`src/rtl/uart_tx_sched.sv`:
```
// Round-robin arbiter sharing one uart_tx between four byte requesters.
// After each grant it waits a fixed frame time, since uart_tx reports no completion.
module uart_tx_sched #(
    parameter int unsigned BAUD_DIV   = 5208,
    parameter int unsigned FRAME_BITS = 10,
    parameter int unsigned GAP        = 2
) (
    input  logic        CLK,
    input  logic        RSTn,
    input  logic [3:0]  req,
    input  logic [31:0] req_data,
    output logic [3:0]  ack,
    output logic        tx_trig,
    output logic [7:0]  tx_data,
    output logic        busy,
    output logic [1:0]  grant_id
);

    localparam logic [31:0] FRAME_CYCLES = 32'(BAUD_DIV * FRAME_BITS + GAP);
    localparam logic [31:0] FRAME_LAST   = FRAME_CYCLES - 32'd1;

    typedef enum logic [1:0] {
        ST_IDLE = 2'd0,
        ST_TRIG = 2'd1,
        ST_WAIT = 2'd2
    } state_t;

    state_t      r_state;
    logic [31:0] r_cnt;
    logic [3:0]  r_ack;
    logic        r_tx_trig;
    logic [7:0]  r_tx_data;
    logic        r_busy;
    logic [1:0]  r_grant_id;

    logic [1:0]  w_cand [4];
    logic [1:0]  w_sel;
    logic [7:0]  w_sel_data;

    // Candidate k is the k-th requester after the last grant, so the one
    // granted last is always considered last.
    genvar gi;
    generate
        for (gi = 0; gi < 4; gi++) begin : g_cand
            assign w_cand[gi] = r_grant_id + 2'(gi + 1);
        end
    endgenerate

    always_comb begin
        w_sel = w_cand[0];
        for (int k = 3; k >= 0; k--) begin
            if (req[w_cand[k]]) begin
                w_sel = w_cand[k];
            end
        end
    end

    assign w_sel_data = req_data[{w_sel, 3'b000} +: 8];

    always_ff @(posedge CLK or negedge RSTn) begin
        if (!RSTn) begin
            r_state    <= ST_IDLE;
            r_cnt      <= '0;
            r_ack      <= '0;
            r_tx_trig  <= 1'b0;
            r_tx_data  <= '0;
            r_busy     <= 1'b0;
            r_grant_id <= 2'd3;
        end else begin
            case (r_state)
                ST_IDLE: begin
                    if (|req) begin
                        r_grant_id <= w_sel;
                        r_tx_data  <= w_sel_data;
                        r_ack      <= 4'b0001 << w_sel;
                        r_tx_trig  <= 1'b1;
                        r_busy     <= 1'b1;
                        r_state    <= ST_TRIG;
                    end
                end
                ST_TRIG: begin
                    r_tx_trig <= 1'b0;
                    r_ack     <= '0;
                    r_cnt     <= '0;
                    r_state   <= ST_WAIT;
                end
                ST_WAIT: begin
                    r_cnt <= r_cnt + 32'd1;
                    if (r_cnt == FRAME_LAST) begin
                        r_busy  <= 1'b0;
                        r_state <= ST_IDLE;
                    end
                end
                default: begin
                    r_state <= ST_IDLE;
                end
            endcase
        end
    end

    assign ack      = r_ack;
    assign tx_trig  = r_tx_trig;
    assign tx_data  = r_tx_data;
    assign busy     = r_busy;
    assign grant_id = r_grant_id;

endmodule

```
`config.mk`:
```
export PLATFORM = sky130hd
export DESIGN_NAME = uart_tx_sched
export DESIGN_NICKNAME = d
export VERILOG_FILES = /design/src/rtl/uart_tx_sched.sv
export SDC_FILE = /design/constraint.sdc
export NUM_CORES = 1
export LEC_CHECK = 0
export CAP_MARGIN = 20
export CELL_PAD_IN_SITES_DETAIL_PLACEMENT = 1
export CELL_PAD_IN_SITES_GLOBAL_PLACEMENT = 1
export CORE_UTILIZATION = 30
export DETAILED_ROUTE_END_ITERATION = 12
export DONT_BUFFER_PORTS = 1
export GPL_ROUTABILITY_DRIVEN = 0
export PLACE_DENSITY = 0.56
export SKIP_LAST_GASP = 1
export SLEW_MARGIN = 20
export SYNTH_ARGS = -nofsm -noshare
export SYNTH_HDL_FRONTEND = slang
export SYNTH_SLANG_ARGS = --single-unit
export TNS_END_PERCENT = 30
```
`constraint.sdc`:
```
create_clock -name CLK -period 2.4 [get_ports CLK]
set_input_delay 0.12 -clock CLK [delete_from_list [all_inputs] [get_ports CLK]]
set_output_delay 0.12 -clock CLK [all_outputs]
set_load 0.01 [all_outputs]
```
Yosys cells after proc, flatten, opt, wreduce, memory -nomap -nowiden. Index checks and enable logic that the tools add are counted.

ROM bits: 0. Memory bits (writable): 0. Input port bits: 38. Word-level logic and storage cells: 53. Memories: 0. Register bits: 50. Bits in latches: 0. Output and inout bits: 16.

$add $sub $neg: 4. Shift operators: 2. Div/mod/pow operators: 0. Equality and inequality tests: 5. Mux-type cells: 22. Magnitude comparators: 4. Reductions and logical operators: 9. Bitwise gates (word level): 0. Multiply operators: 0.

Operator list (number): $pmux W32 S2 (1); $add A32 B1 Y32 const B (1); $eq A32 B16 Y1 const B (1); $shiftx A32 B6 Y8 (1); $lt A2 B3 Y1 const B (4); $mux W2 (6); $bmux W1 S2 (4); $pmux W4 S2 (1); $mux W1 (6); $pmux W2 S3 (1); $reduce_and A2 Y1 (3); $reduce_bool A2 Y1 (3); $add A2 B2 Y2 const B (2); $mux W4 (1); $ne A2 B2 Y1 const B (2); $pmux W1 S2 (2); $reduce_or A4 Y1 (1); $shl A1 B2 Y4 const A (1); $reduce_and A3 Y1 (1); $add A2 B1 Y2 const B (1); $eq A2 B1 Y1 const B (1); $eq A2 B2 Y1 const B (1); $logic_not A2 Y1 (1).

Longest topological paths before layout.
Depth in word-level cells: 9. Depth in mapped cells: 7.

Worst setup path after synthesis. OpenSTA, ideal clock, no wires.

Kind: register to register. From: reg r_state[0]. To: reg r_cnt[28]. Slack: 463 ps. Setup time: 78 ps. Data arrival time: 1859 ps. Cell stages (with the launch flop): 8. Data required time: 2322 ps. Period minus slack after synthesis: 1937 ps. Cells stage by stage: dfrtp_1 > inv_1 > ha_1 > nand4_4 > nor4_4 > nand3_2 > or3_1 > a21oi_1.

Cells in the longest elaborated chain, start to end: 2. Elaborated cells on any way between the ends: 4. Those cells by class: eq/ne (2); mux (1); reduce/logical (1).

RTL lines: start, declared (RTL line 28) `state_t r_state;`; start signal, assigned (RTL line 62) `r_state <= ST_IDLE;`; start signal, assigned (RTL line 78) `r_state <= ST_TRIG;`; start signal, assigned (RTL line 85) `r_state <= ST_WAIT;`; $eq A2 B2 Y1 or $eq A2 B1 Y1 (tied branches) (RTL line 70) `case (r_state)`; $pmux W32 S2 or $reduce_bool A2 Y1 (tied branches); end signal, assigned (RTL line 88) `r_cnt <= r_cnt + 32'd1;`; end, declared (RTL line 29) `logic [31:0] r_cnt;`.

Parallel ways exist; a longest one is shown, timed or not. A chain may end at the register's enable or synchronous reset.

Worst setup path after layout.
From: reg r_grant_id[0], in the netlist grant_id[0]. To: reg r_ack[0], in the netlist ack[0].

Cells in the longest elaborated chain, start to end: 9. Elaborated cells on any way between the ends: 18. Those cells by class: add/sub (3); shift (1); mux (14).

RTL lines: start, declared (RTL line 34) `logic [1:0] r_grant_id;`; start signal, assigned (RTL line 73) `r_grant_id <= w_sel;`; $add A2 B2 Y2 or $bmux W1 S2 (tied branches) (RTL line 45, 52); $bmux W1 S2 or $mux W1 (tied branches) (RTL line 52) `if (req[w_cand[k]]) begin`; $mux W1 (not written as such) or $mux W2 (tied branches) (RTL line 52); $mux W2 (2 in a row) (RTL line 52); $mux W2 (*) (RTL line 52); $shl A1 B2 Y4 (*) (RTL line 75) `r_ack <= 4'b0001 << w_sel;`; $mux W4 (*) (RTL line 72) `if (|req) begin`; $pmux W4 S2 (*) (RTL line 70); end signal, assigned (RTL line 75); end, declared (RTL line 30) `logic [3:0] r_ack;`.

Every way passes the cells marked *; elsewhere a longest branch is shown, timed or not. The select of a mux whose other input is x is not followed.

==> impl_results.md <==
* Routed via count at 2426
* Final Cycle Share at 90.6%
* Final setup TNS at 0 ps
* CP Class: reg2reg
* Achievable Freq at 460 MHz
* Number of flops mapped to enable cells by yosys at 0
* Layout cell share with drive strength beyond 1 at 16.4%
* Minimum clock period at 2180 ps
* Final Slew Violations at 0
* Post-Synthesis Cells at 313
* Synth top cells by count: dfrtp_1 (48), nor2_1 (35), nand2_1 (27)
* Die width at 102 um
* CTS tree: yes
* Vias in the first global route at 2585
* Max_cap viols at 0
* Critical Path AT at 2430 ps
* CTS Buffer Depth at 2
* Core area at 0.00977 mm2
* Hold Slack at 37.5 ps
* Htree depth at 2
* Iter 0 DRT Violations at 45
* Place WS at 140 ps
* Top FF cell, synth: dfrtp_1
* Unique cell type count in the Yosys netlist at 49
* Pwr Density at 913 mW/mm2
* Slew HR at 59.6%
* Remaining antenna violation count at 0
* Worst Tran Pin Value at 591 ps
* Row count at 36
* RSZ-0062 raised after global routing: false
* Post-synth ARST share at 100%
* Post-synth top area share at 39.8%
* Port Buf Inserts at 0
* Sw Share at 42.9%
* Sw power at 1320 uW
* WL/cell at 16.8 um
* Register bit total from synthesis at 50
* Area grow syn2layout at 11.5%
* Drt first pass iters at 4
* Post-synthesis instance area at 0.00302 mm2
* Clock skew at 8.27 ps
* CP max-delay cell: dfstp_2
* CP peak stage delay at 620 ps
* DP HPWL at 5620 um
* Class of the worst hold path: in2reg
* Worst Path Required at 2650 ps
* Top cells by area, synth: dfrtp_1 (40%), nor2_1 (4.4%), xor2_1 (4.1%)
* Vias/cell at 5.31
* Seq/Total Area, Yosys at 41.6%
* Peak VDD IR at 0.493 mV
* Overflow after GRT at 0
* Final hold viol count at 0
* Clock sink count at 50
* Initial antenna violation count at 0
* Run status: finished, final reports clean
* Largest net degree at the start of global routing at 51
* Root Driver: clkbuf_8
* Largest area contributor in the netlist: dfrtp_1
* Register share of total power at 39.2%
* Clk_lat worst skew at 310 ps
* GRT Util Overall at 16.4%
* Initial core utilization at 30.9%
* Final setup vio count at 0
* Post-layout nets at 367
* Ys Warns at 0
* Worst Path Max Fanout at 20
* Crit-path cells: nor2b_1 > o2bb2ai_2 > a211o_1 > buf_12 > or4b_1 > nand2_1
* Total Routed Length at 7680 um
* Setup ws final at 224 ps
* Reg clk slew, reported paths at 90 ps
* Cts bufs inserted at 5
* CP Capture Type: flip-flop
* Critical path startpoint category: flip-flop
* First-pass GRT wire length at 13100 um
* Internal power at 1750 uW
* Die H at 102 um
* Net Count, Synth at 356
* Gate power share at 44.8%
* Antenna cells at 0
* P_leak at 0.00142 uW
* Full die area at 0.0105 mm2
* I/O Pins at 54
* Clock power frac at 16.0%
* Count leader, synth: dfrtp_1
* R2R setup slack at 220 ps
* # DRC at 0
* Syn_area_per_cell at 9.64 um2
-- placed cells by master (no fill, tap or decap), types with 5 or more instances in the layout --
cell type  Yosys  routed
nand3_1       15      15
clkbuf_8       0       5
a2111oi_2      8       8
mux2i_1        9       9
o21ai_0       17      17
a2111oi_0      8       8
or3_1          5       5
dfrtp_1       48      48
nand4_1       10      10
a21oi_1        9       9
nor3_1         6       6
nor2_1        35      34
xnor2_1        7       7
xor2_1        14      14
nand2_1       27      27
and3_1         6       6
inv_1         18      18
buf_4          0      12
a211oi_2       8       9
-- registers in the layout, indices dropped and copies added, names as in the netlist --
| signal | flops |
|---|---|
| tx_trig | 1 |
| grant_id | 2 |
| busy | 1 |
| tx_data | 8 |
| ack | 4 |
| r_state | 2 |
| r_cnt | 32 |
-- path summary, 6_finish.rpt --
| kind | depth (start not counted) | endpoint | start |
|---|---|---|---|
| max | 6 | ack[0]$_DFFE_PN0P_ | grant_id[0]$_DFFE_PN1P_ |
| max reg2reg | 6 | ack[0]$_DFFE_PN0P_ | grant_id[0]$_DFFE_PN1P_ |
| max in group asynchronous | 2 | grant_id[0]$_DFFE_PN1P_ | RSTn |
| min reg2reg | 2 | grant_id[0]$_DFFE_PN1P_ | grant_id[0]$_DFFE_PN1P_ |
| min | 2 | tx_data[7]$_DFFE_PN0P_ | req_data[15] |
| min in group asynchronous | 2 | r_cnt[16]$_DFFE_PN0P_ | RSTn |
-- cells by family (layout without fill, tap and decap cells) --
group | Yosys count | in the layout | synth area share [%]
multiplexers | 10 | 10 | 3.36
AND/OR/NAND/NOR | 134 | 134 | 24.8
adder cells (fa/ha/maj) | 5 | 5 | 2.07
flip-flops | 50 | 50 | 41.6
XOR/XNOR | 21 | 21 | 6.10
buffers and inverters | 29 | 40 | 4.23
AO/OA/AOI/OAI | 64 | 64 | 17.8
-- per-layer routing --
layer	vias up	track usage (%)	routed length, um
met2	41	27.7	3810
met5	-	0	0
li1	1159	-	-
met3	9	3.63	276
met4	0	5.38	119
met1	1217	20.8	3480
-- power groups by stage --
stage / sequential (uW) / clock (uW) / combinational (uW)
4_1_cts: 1210 / 525 / 1400
6_report: 1200 / 491 / 1370
3_3_place_gp: 1220 / 0 / 1340
2_1_floorplan: 1180 / 0 / 983
5_1_grt: 1230 / 560 / 1530
3_5_place_dp: 1220 / 0 / 1370
-- worst max-delay path: cells and delay by family (launching register included) --
family                 cells  cell delay (ps)
AOI/OAI and AO/OA          2              510
DFF                        1              620
and+or+nand+nor            3              790
buffers and inverters      1              190
-- layout make-up --
| cell class | instances | area (um2) |
|---|---|---|
| clock buffers | 6 | 72.6 |
| fillers | 1167 | 6410 |
| flip-flops and latches | 50 | 1250 |
| multi-input cells | 234 | 1650 |
| inverters | 18 | 67.6 |
| repair buffers | 15 | 148 |
| clock inverters | 1 | 7.51 |
| well taps | 133 | 166 |
-- through the flow --
stage	utilization [%]	cells	power (uW)	instance area, um2
floorplan	-	313	2160	3020
global placement	33.1	447	2560	3230
detailed placement	33.1	447	2600	3230
CTS	34.3	456	3130	3350
global route	34.4	457	3320	3360
finish	34.4	457	3070	3360
-- repair_timing --
action,in CTS,in global routing
resized for setup,0,2
endpoints found under the hold margin,50,0
endpoints found under the setup margin,0,3
setup buffers,0,1
hold buffers,2,0
Note: power is estimated with default switching activity, not from simulation.
